## src/rtl/coin_dispenser.sv

```systemverilog
// Automated coin source for the Lab5 acceptor: splits a requested credit greedily
// into 5/3/1-unit coins and emits them as CoinValue/CoinInserted pulses.
module coin_dispenser #(
  parameter int GAP = 2
) (
  input  logic       clock,
  input  logic       reset_n,
  input  logic [5:0] amount,
  input  logic       request,
  input  logic       hold,
  output logic [1:0] CoinValue,
  output logic       CoinInserted,
  output logic       busy,
  output logic       done,
  output logic [3:0] coinsIssued
);

  localparam int GW = (GAP < 1) ? 1 : $clog2(GAP + 1);

  typedef enum logic [2:0] {
    S_IDLE,
    S_LOAD,
    S_ISSUE,
    S_GAP,
    S_DONE
  } state_e;

  state_e          state_q, state_d;
  logic [5:0]      rem_q, rem_d;
  logic [GW-1:0]   gap_cnt_q, gap_cnt_d;
  logic [1:0]      coin_q, coin_d;
  logic [3:0]      coins_q, coins_d;

  // NOTE: state registers use non-blocking assignments so every flop samples pre-edge values.
  always_ff @(posedge clock or negedge reset_n) begin
    if (!reset_n) begin
      state_q   <= S_IDLE;
      rem_q     <= '0;
      gap_cnt_q <= '0;
      coin_q    <= '0;
      coins_q   <= '0;
    end else begin
      state_q   <= state_d;
      rem_q     <= rem_d;
      gap_cnt_q <= gap_cnt_d;
      coin_q    <= coin_d;
      coins_q   <= coins_d;
    end
  end

  // NOTE: every signal gets its hold value first so no path leaves it unassigned (no latches).
  always_comb begin
    state_d   = state_q;
    rem_d     = rem_q;
    gap_cnt_d = gap_cnt_q;
    coin_d    = coin_q;
    coins_d   = coins_q;

    unique case (state_q)
      S_IDLE: begin
        if (request) begin
          rem_d   = amount;
          coins_d = '0;
          state_d = S_LOAD;
        end
      end

      S_LOAD: begin
        // An exhausted balance finishes even while downstream is holding.
        if (rem_q == 6'd0) begin
          state_d = S_DONE;
        end else if (!hold) begin
          if (rem_q >= 6'd5) begin
            coin_d = 2'b11;
            rem_d  = rem_q - 6'd5;
          end else if (rem_q >= 6'd3) begin
            coin_d = 2'b10;
            rem_d  = rem_q - 6'd3;
          end else begin
            coin_d = 2'b01;
            rem_d  = rem_q - 6'd1;
          end
          coins_d = coins_q + 4'd1;
          state_d = S_ISSUE;
        end
      end

      S_ISSUE: begin
        if (GAP == 0) begin
          state_d = S_LOAD;
        end else begin
          gap_cnt_d = GW'(GAP);
          state_d   = S_GAP;
        end
      end

      S_GAP: begin
        gap_cnt_d = gap_cnt_q - GW'(1);
        if (gap_cnt_q == GW'(1)) state_d = S_LOAD;
      end

      S_DONE: state_d = S_IDLE;

      default: state_d = S_IDLE;
    endcase
  end

  assign CoinInserted = (state_q == S_ISSUE);
  assign CoinValue    = (state_q == S_ISSUE) ? coin_q : 2'b00;
  assign busy         = (state_q != S_IDLE);
  assign done         = (state_q == S_DONE);
  assign coinsIssued  = coins_q;

endmodule

```

## config.mk

```make
export PLATFORM = sky130hd
export DESIGN_NAME = coin_dispenser
export DESIGN_NICKNAME = d
export VERILOG_FILES = /design/src/rtl/coin_dispenser.sv
export SDC_FILE = /design/constraint.sdc
export NUM_CORES = 1
export LEC_CHECK = 0
export CORE_MARGIN = 2
export CORE_UTILIZATION = 55
export CTS_CLUSTER_SIZE = 16
export DETAILED_ROUTE_END_ITERATION = 8
export GPL_TIMING_DRIVEN = 0
export MAX_ROUTING_LAYER = met4
export PLACE_DENSITY = 0.82
export SLEW_MARGIN = 25
export SYNTH_ARGS = -nofsm -noshare
export SYNTH_HDL_FRONTEND = slang
export SYNTH_SLANG_ARGS = --single-unit
```

## constraint.sdc

```tcl
create_clock -name clock -period 4.8 [get_ports clock]
set_input_delay 0.96 -clock clock [delete_from_list [all_inputs] [get_ports clock]]
set_output_delay 0.96 -clock clock [all_outputs]
set_load 0.01 [all_outputs]
```

==> results.txt, run 1 <==
----------------------------------------------------
[STA]
  Crit share post-route ... around 58%
  Tmin final ... around 2.8 ns
  Final count of hold timing violations ... 0
  Worst-Margin Slew ... around 0.78 ns
  Total Neg Setup Slack ... 0 ns
  Hold Worst Slack ... 0.492 ns
  Worst-case headroom to the max-slew limit ... between 40% and 50%
  Largest clock skew in the final design ... 0.00876 ns
  Number of max-slew violations in the final report ... 0
  Min setup slack post-route ... 2.02 ns
  Top achievable clock speed ... about 0.36 GHz
  Total setup violations reported at the end of the flow ... 0
  Unrepaired setup endpoints after global routing ... no

[Global routing]
  Antenna violations before repair ... 0
  Number of global-route vias before repair ... 920
  First-pass GRT wire length ... 4.11 mm
  Remaining global-route overflow ... 0
  Global-route usage over all layers ... around 22%
  Pin count of the biggest net entering global routing ... 18

[Place]
  Placement Setup Slack ... 2.34 ns
  Number of buffers added on ports ... 18
  Post-detailed-placement half-perimeter wirelength ... 1.82 mm
  Final weighted congestion in routability-driven placement ... about 0.9

[Logic synthesis]
  Netlist area before placement ... approximately 1100 µm²
  Count of state elements after synthesis ... 17
  Mapped Nets ... 138
  Synthesis warning total ... 0
  Ys async rst share ... 100%
  Part of the Yosys area used for sequential elements ... 37.7%
  Syn avg cell area ... just over 9 µm²
  Post-synth EDFFs ... 0
  Main flop type after synthesis ... dfrtp_1
  Cells after synthesis ... 123
  Unique masters post-synth ... 47

[Floorplanning]
  Vertical die dimension ... about 50 µm
  # IOs ... 19
  Placeable core region ... ~1900 µm²
  X dimension of the die ... approximately 49 µm
  Std cell rows ... 16
  Die area ... ~2400 µm²
  Starting utilization of the core area ... about three fifths

[Detailed routing]
  Final routed wire length divided by cell count ... ~14 µm
  Vias per Instance ... slightly below 6
  Drt drc ... 0
  Final WL ... ~2.4 mm
  Number of routed nets with antenna violations ... 0
  Starting DRT DRC Count ... 20
  Vias ... ~1000
  Pre-Repair DR Iteration Count ... 4

[CTS]
  CTS root buf ... clkbuf_4
  # H-tree levels ... 1
  Hold Buf Count CTS ... 0
  Post-CTS sizing ... 0
  CTS Buffer Depth ... 2
  Clock tree from TritonCTS ... yes
  Later-pin clock latency in the skew report ... between 0.2 and 0.3 ns
  Register clock-pin slew on the reported worst setup and hold paths ... about 0.10 ns
  CTS buffer count ... 3
  Post-CTS setup repair buffer count ... 0
  CTS sink count ... 17

[Setup path]
  CP endpoint kind ... output pin
  Ordered list of cells on the worst path ... nand2b_1, nor2_1, and2_1, clkdlybuf4s50_1
  Critical Path AT ... about 1.8 ns
  Crit Reg-Reg Endpoint ... rem_q[4]
  Register-to-register path setup slack ... 2.77 ns
  Master of the slowest instance on the critical path ... clkdlybuf4s50_1
  WP data required ... roughly 3.8 ns
  Path type of the worst setup path ... flop to output pin
  Count of cells along the worst register-to-register path ... 7
  Buffers & Inverters on Critical Path ... 1
  Largest stage delay on the critical path ... roughly 0.53 ns
  Worst flop-to-flop path startpoint ... rem_q[0]
  Largest fanout of any net on the critical path ... 7
  Crit path launch type ... flop
  Delay-heaviest family, CP ... simple AND/OR/NAND/NOR gates

[Worst hold path]
  WHS Path Cells ... 2
  Startpoint of the lowest-slack hold path ... coin_q[0]
  Worst Hold Path EP ... coin_q[0]
  Worst min path class ... flop to flop

[Cells and area]
  Share of cells above drive strength 1 ... between 9 and 10%
  Multi-input combinational cell area ... ~650 µm²
  Growth of design area from synthesis to finish ... 21.3%
  Core utilization of the finished layout ... between 70% and 80%
  Footprint of the flip-flops and latches ... 425 µm²
  Filler cell count ... 170
  Final nets ... 161
  Number of antenna repair diodes ... 0

[Power]
  Worst IR Drop VDD ... 390 µV
  Leakage component of the power ... just under 0.6 nW
  PwrDens ... roughly 640 nW/µm²

[Flow run]
  Maximum capacitance violations ... 0

[Status]
  Run status ... finished clean

----------------------------------------------------
==> report_power, final <==
| group | internal [W] | total [W] | leakage [nW] | switching, W |
|---|---|---|---|---|
| Combinational | 0.000246 | 0.000515 | 0.367 | 0.000269 |
| Sequential | 0.000210 | 0.000288 | 0.204 | 0.0000771 |
| Clock | 0.0000323 | 0.0000779 | 0.0150 | 0.0000456 |
| Total | 0.000489 | 0.000880 | 0.587 | 0.000391 |
==> kinds of logic (layout without fill, tap and decap cells) <==
kind of cell               count (synthesis)  in the layout  share of synthesized area (%)
AOI/OAI and AO/OA                         38             38                           25.0
xor gates and xnor gates                   3              3                           2.33
adders and majority gates                  7              7                           7.31
buffers and inverters                     10             32                           4.65
DFF                                       17             17                           37.7
muxes                                      1              1                          0.886
and+or+nand+nor                           47             47                           22.2
==> synthesized netlist by cell type (2+ instances only) <==
master / number / share of area, %
a21oi_1: 7 / 3.1
and2_1: 2 / 1.1
buf_6: 2 / 2.0
dfrtp_1: 17 / 38
ha_1: 5 / 5.5
inv_1: 7 / 2.3
maj3_1: 2 / 1.8
nand2_1: 11 / 3.7
nand3_1: 2 / 0.89
nor2_1: 13 / 4.3
nor2b_1: 3 / 1.7
nor3_1: 3 / 1.3
o211ai_1: 5 / 3.3
o21a_1: 2 / 1.3
o21ai_0: 2 / 0.89
o21ai_1: 5 / 2.2
o22a_1: 2 / 1.6
or3_1: 2 / 1.1
xor2_1: 3 / 2.3
==> worst register-to-register path, stage by stage (launching register included) <==
cell and delay [ns]:
dfrtp_1 0.45, inv_1 0.12, ha_1 0.25, nor2b_1 0.31, a21oi_4 0.14, o21ai_4 0.30
o21ba_1 0.19, o22a_1 0.17
==> metal layers <==
metal / share of wire (%) / GRT usage [%] / up-vias / wire, µm
li1: - / - / 491 / -
met1: 46 / 28.4 / 471 / 1090
met2: 49 / 36.9 / 27 / 1170
met3: 4.1 / 3.37 / 6 / 98
met4: 1.4 / 5.71 / 0 / 33
met5: 0 / - / - / 0
==> worst max-delay path by stage <==
stage	from	end	slack (ns)	cells past startpoint
floorplan	state_q[2]	CoinValue[0]	2.80	3
global placement	state_q[0]	busy	2.36	3
detailed placement	state_q[2]	CoinValue[0]	2.34	4
CTS	state_q[2]	CoinValue[0]	2.01	4
global route	state_q[2]	CoinValue[0]	1.92	4
finish	state_q[2]	CoinValue[0]	2.02	4
==> cell usage in the layout, fill, tap and decap left out, types with 5 or more instances in the layout <==
cell type        synthesis  layout
ha_1                     5       5
a21oi_1                  7       7
o21ai_1                  5       5
inv_1                    7       7
nor2_1                  13      13
o211ai_1                 5       5
clkdlybuf4s50_1          0      18
dfrtp_1                 17      17
nand2_1                 11      11
==> flip-flops by register name (all words and copies together) (netlist names) <==
register / flops
rem_q: 6
coinsIssued: 4
state_q: 3
coin_q: 2
gap_cnt_q: 2
==> per-stage QoR <==
step,area [µm²],power [W],std cells
6_report,1370,0.000880,172
3_5_place_dp,1340,0.000803,168
4_1_cts,1370,0.000879,172
2_1_floorplan,1130,0.000654,123
3_3_place_gp,1340,0.000785,168
5_1_grt,1370,0.000953,172
==> layout make-up <==
class	count	share of cell area, %
Buffer	2	1.64
Clock buffer	4	1.92
Inverter	8	2.19
Multi-Input combinational cell	96	47.6
Sequential cell	17	31.1
Tap cell	27	2.47
Timing Repair Buffer	18	13.2
Power figures use the tool's default switching activity.
==> inputs of run 2 (changes only) <==
--- a/config.mk
+++ b/config.mk
@@ -6,12 +6,12 @@
 export NUM_CORES = 1
 export LEC_CHECK = 0
 export CORE_MARGIN = 2
-export CORE_UTILIZATION = 55
+export CORE_UTILIZATION = 47
 export CTS_CLUSTER_SIZE = 16
 export DETAILED_ROUTE_END_ITERATION = 8
 export GPL_TIMING_DRIVEN = 0
 export MAX_ROUTING_LAYER = met4
-export PLACE_DENSITY = 0.82
+export PLACE_DENSITY = 0.75
 export SLEW_MARGIN = 25
 export SYNTH_ARGS = -nofsm -noshare
 export SYNTH_HDL_FRONTEND = slang
==> constraint.sdc (replaced) <==
create_clock -name clock -period 2.3 [get_ports clock]
set_input_delay 0.46 -clock clock [delete_from_list [all_inputs] [get_ports clock]]
set_output_delay 0.46 -clock clock [all_outputs]
set_load 0.01 [all_outputs]
==> results.txt, run 2 (same netlist as run 1, synthesis figures left out) <==
----------------------------------------------------
[Status]
  Run status ... finished clean

[Place]
  Final weighted congestion in routability-driven placement ... around 0.87
  Placement Setup Slack ... ~0.30 ns
  Post-detailed-placement half-perimeter wirelength ... roughly 1.8 mm
  Number of buffers added on ports ... 18

[Global routing]
  Antenna violations before repair ... 0
  Number of global-route vias before repair ... around 900
  Global-route usage over all layers ... about a fifth
  Remaining global-route overflow ... 0
  Pin count of the biggest net entering global routing ... 18
  First-pass GRT wire length ... approximately 4 mm

[Cells and area]
  Leading cell type in the layout, fill and taps excluded ... clkdlybuf4s50_1
  Growth of design area from synthesis to finish ... 23.0%
  Core utilization of the finished layout ... around 62%
  Flip-flop count of the largest register, all copies and words added ... 6
  Share of cells above drive strength 1 ... a little over an eighth
  Number of antenna repair diodes ... 0
  Filler cell count ... 196
  Final nets ... approximately 160
  Highest-count cells in the layout ignoring fill and taps ... 17 x clkdlybuf4s50_1, 15 x dfrtp_1, 12 x nor2_1
  Top register by number of flip-flops ... rem_q

[Worst hold path]
  Worst min path class ... flop to flop

[CTS]
  CTS buffer count ... 3
  Later-pin clock latency in the skew report ... about 0.3 ns
  CTS Buffer Depth ... 2
  CTS root buf ... clkbuf_4
  Clock tree from TritonCTS ... yes
  # H-tree levels ... 1
  Register clock-pin slew on the reported worst setup and hold paths ... roughly 0.1 ns
  CTS sink count ... 17

[Setup path]
  Largest fanout of any net on the critical path ... 5
  Critical Path AT ... between 1.5 and 2 ns
  CP endpoint kind ... output pin
  Crit path launch type ... flop
  Path type of the worst setup path ... flop to output pin
  WP data required ... between 1.5 and 2 ns

[Power]
  Worst IR Drop VDD ... between 700 and 800 µV
  Overall power of the completed layout ... between 0.0015 and 0.002 W
  Leakage component of the power ... between 0.5 and 0.6 nW
  PwrDens ... 1320 nW/µm²

[STA]
  Unrepaired setup endpoints after global routing ... no
  Number of max-slew violations in the final report ... 0
  Final count of hold timing violations ... 0
  Worst-case headroom to the max-slew limit ... approximately half
  Tmin final ... between 2 and 2.5 ns
  Min setup slack post-route ... ~0.075 ns
  Largest clock skew in the final design ... about 0.0073 ns
  Total Neg Setup Slack ... 0 ns
  Crit share post-route ... between 90% and 100%
  Worst-Margin Slew ... between 0.7 and 0.8 ns
  Total setup violations reported at the end of the flow ... 0
  Top achievable clock speed ... roughly 0.45 GHz

[Floorplanning]
  X dimension of the die ... ~53 µm
  Vertical die dimension ... approximately 53 µm
  # IOs ... 19
  Starting utilization of the core area ... between 50% and 60%
  Placeable core region ... ~2200 µm²
  Die area ... around 2800 µm²
  Std cell rows ... 17

[Detailed routing]
  Final routed wire length divided by cell count ... around 14 µm
  Final WL ... between 2 and 2.5 mm
  Number of routed nets with antenna violations ... 0
  Vias ... 982
  Pre-Repair DR Iteration Count ... 4
  Drt drc ... 0
  Starting DRT DRC Count ... 19
  Vias per Instance ... approximately 5.6

[Flow run]
  Maximum capacitance violations ... 0

----------------------------------------------------
==> run 2: power by group <==
part / internal [W] / switching, W
Combinational: 0.000515 / 0.000563
Clock: 0.0000648 / 0.0000973
Sequential: 0.000441 / 0.000159
Total: 0.00102 / 0.000819
==> run 2: worst paths after layout <==
path                                  from            to  slack [ns]  cells after the start
worst max-delay path            state_q[2]  CoinValue[0]        0.07                      4
worst min register to register  state_q[2]    state_q[1]        0.47                      1
worst max register to register    rem_q[0]      rem_q[4]        0.27                      7
min in group asynchronous          reset_n      rem_q[1]        0.61                      1
worst min-delay path            state_q[2]    state_q[1]        0.47                      1
max in group asynchronous          reset_n    state_q[2]        1.16                      1
==> run 2: layer usage <==
layer	part of all wire, %	wire length (µm)	up-vias	GRT usage, %
li1	-	-	492	-
met3	4.6	112	2	2.82
met1	47	1130	462	25.8
met2	47	1140	26	31.7
met5	0	0	-	-
met4	1.1	27	0	6.41
==> run 2: critical path: stages (launching register included) <==
cell and delay [ns]:
dfrtp_2 0.44, nand2b_2 0.22, nor2_2 0.14, and2_1 0.14, clkdlybuf4s50_1 0.52
==> run 2: cell type report <==
type	count	area (µm²)	area share [%]
repair buffers	19	190	13.7
plain buffers	2	22.5	1.62
multi-input cells	96	657	47.3
clock inverters	1	5.00	0.360
clock buffers	3	22.5	1.62
well taps	28	35.0	2.52
flip-flops and latches	17	428	30.8
inverters	8	30.0	2.16
==> run 2: through the flow <==
step           hold slack, ns  std cells  area (µm²)
2_1_floorplan           0.164        123        1130
3_3_place_gp            0.464        169        1350
3_5_place_dp            0.475        169        1350
4_1_cts                 0.500        173        1380
5_1_grt                 0.497        174        1390
6_report                0.474        174        1390
==> run 2: timing repair <==
action,CTS,global route
hold buffers,0,0
setup buffers,0,1
resized for setup,1,4
endpoints found under the setup margin,2,3
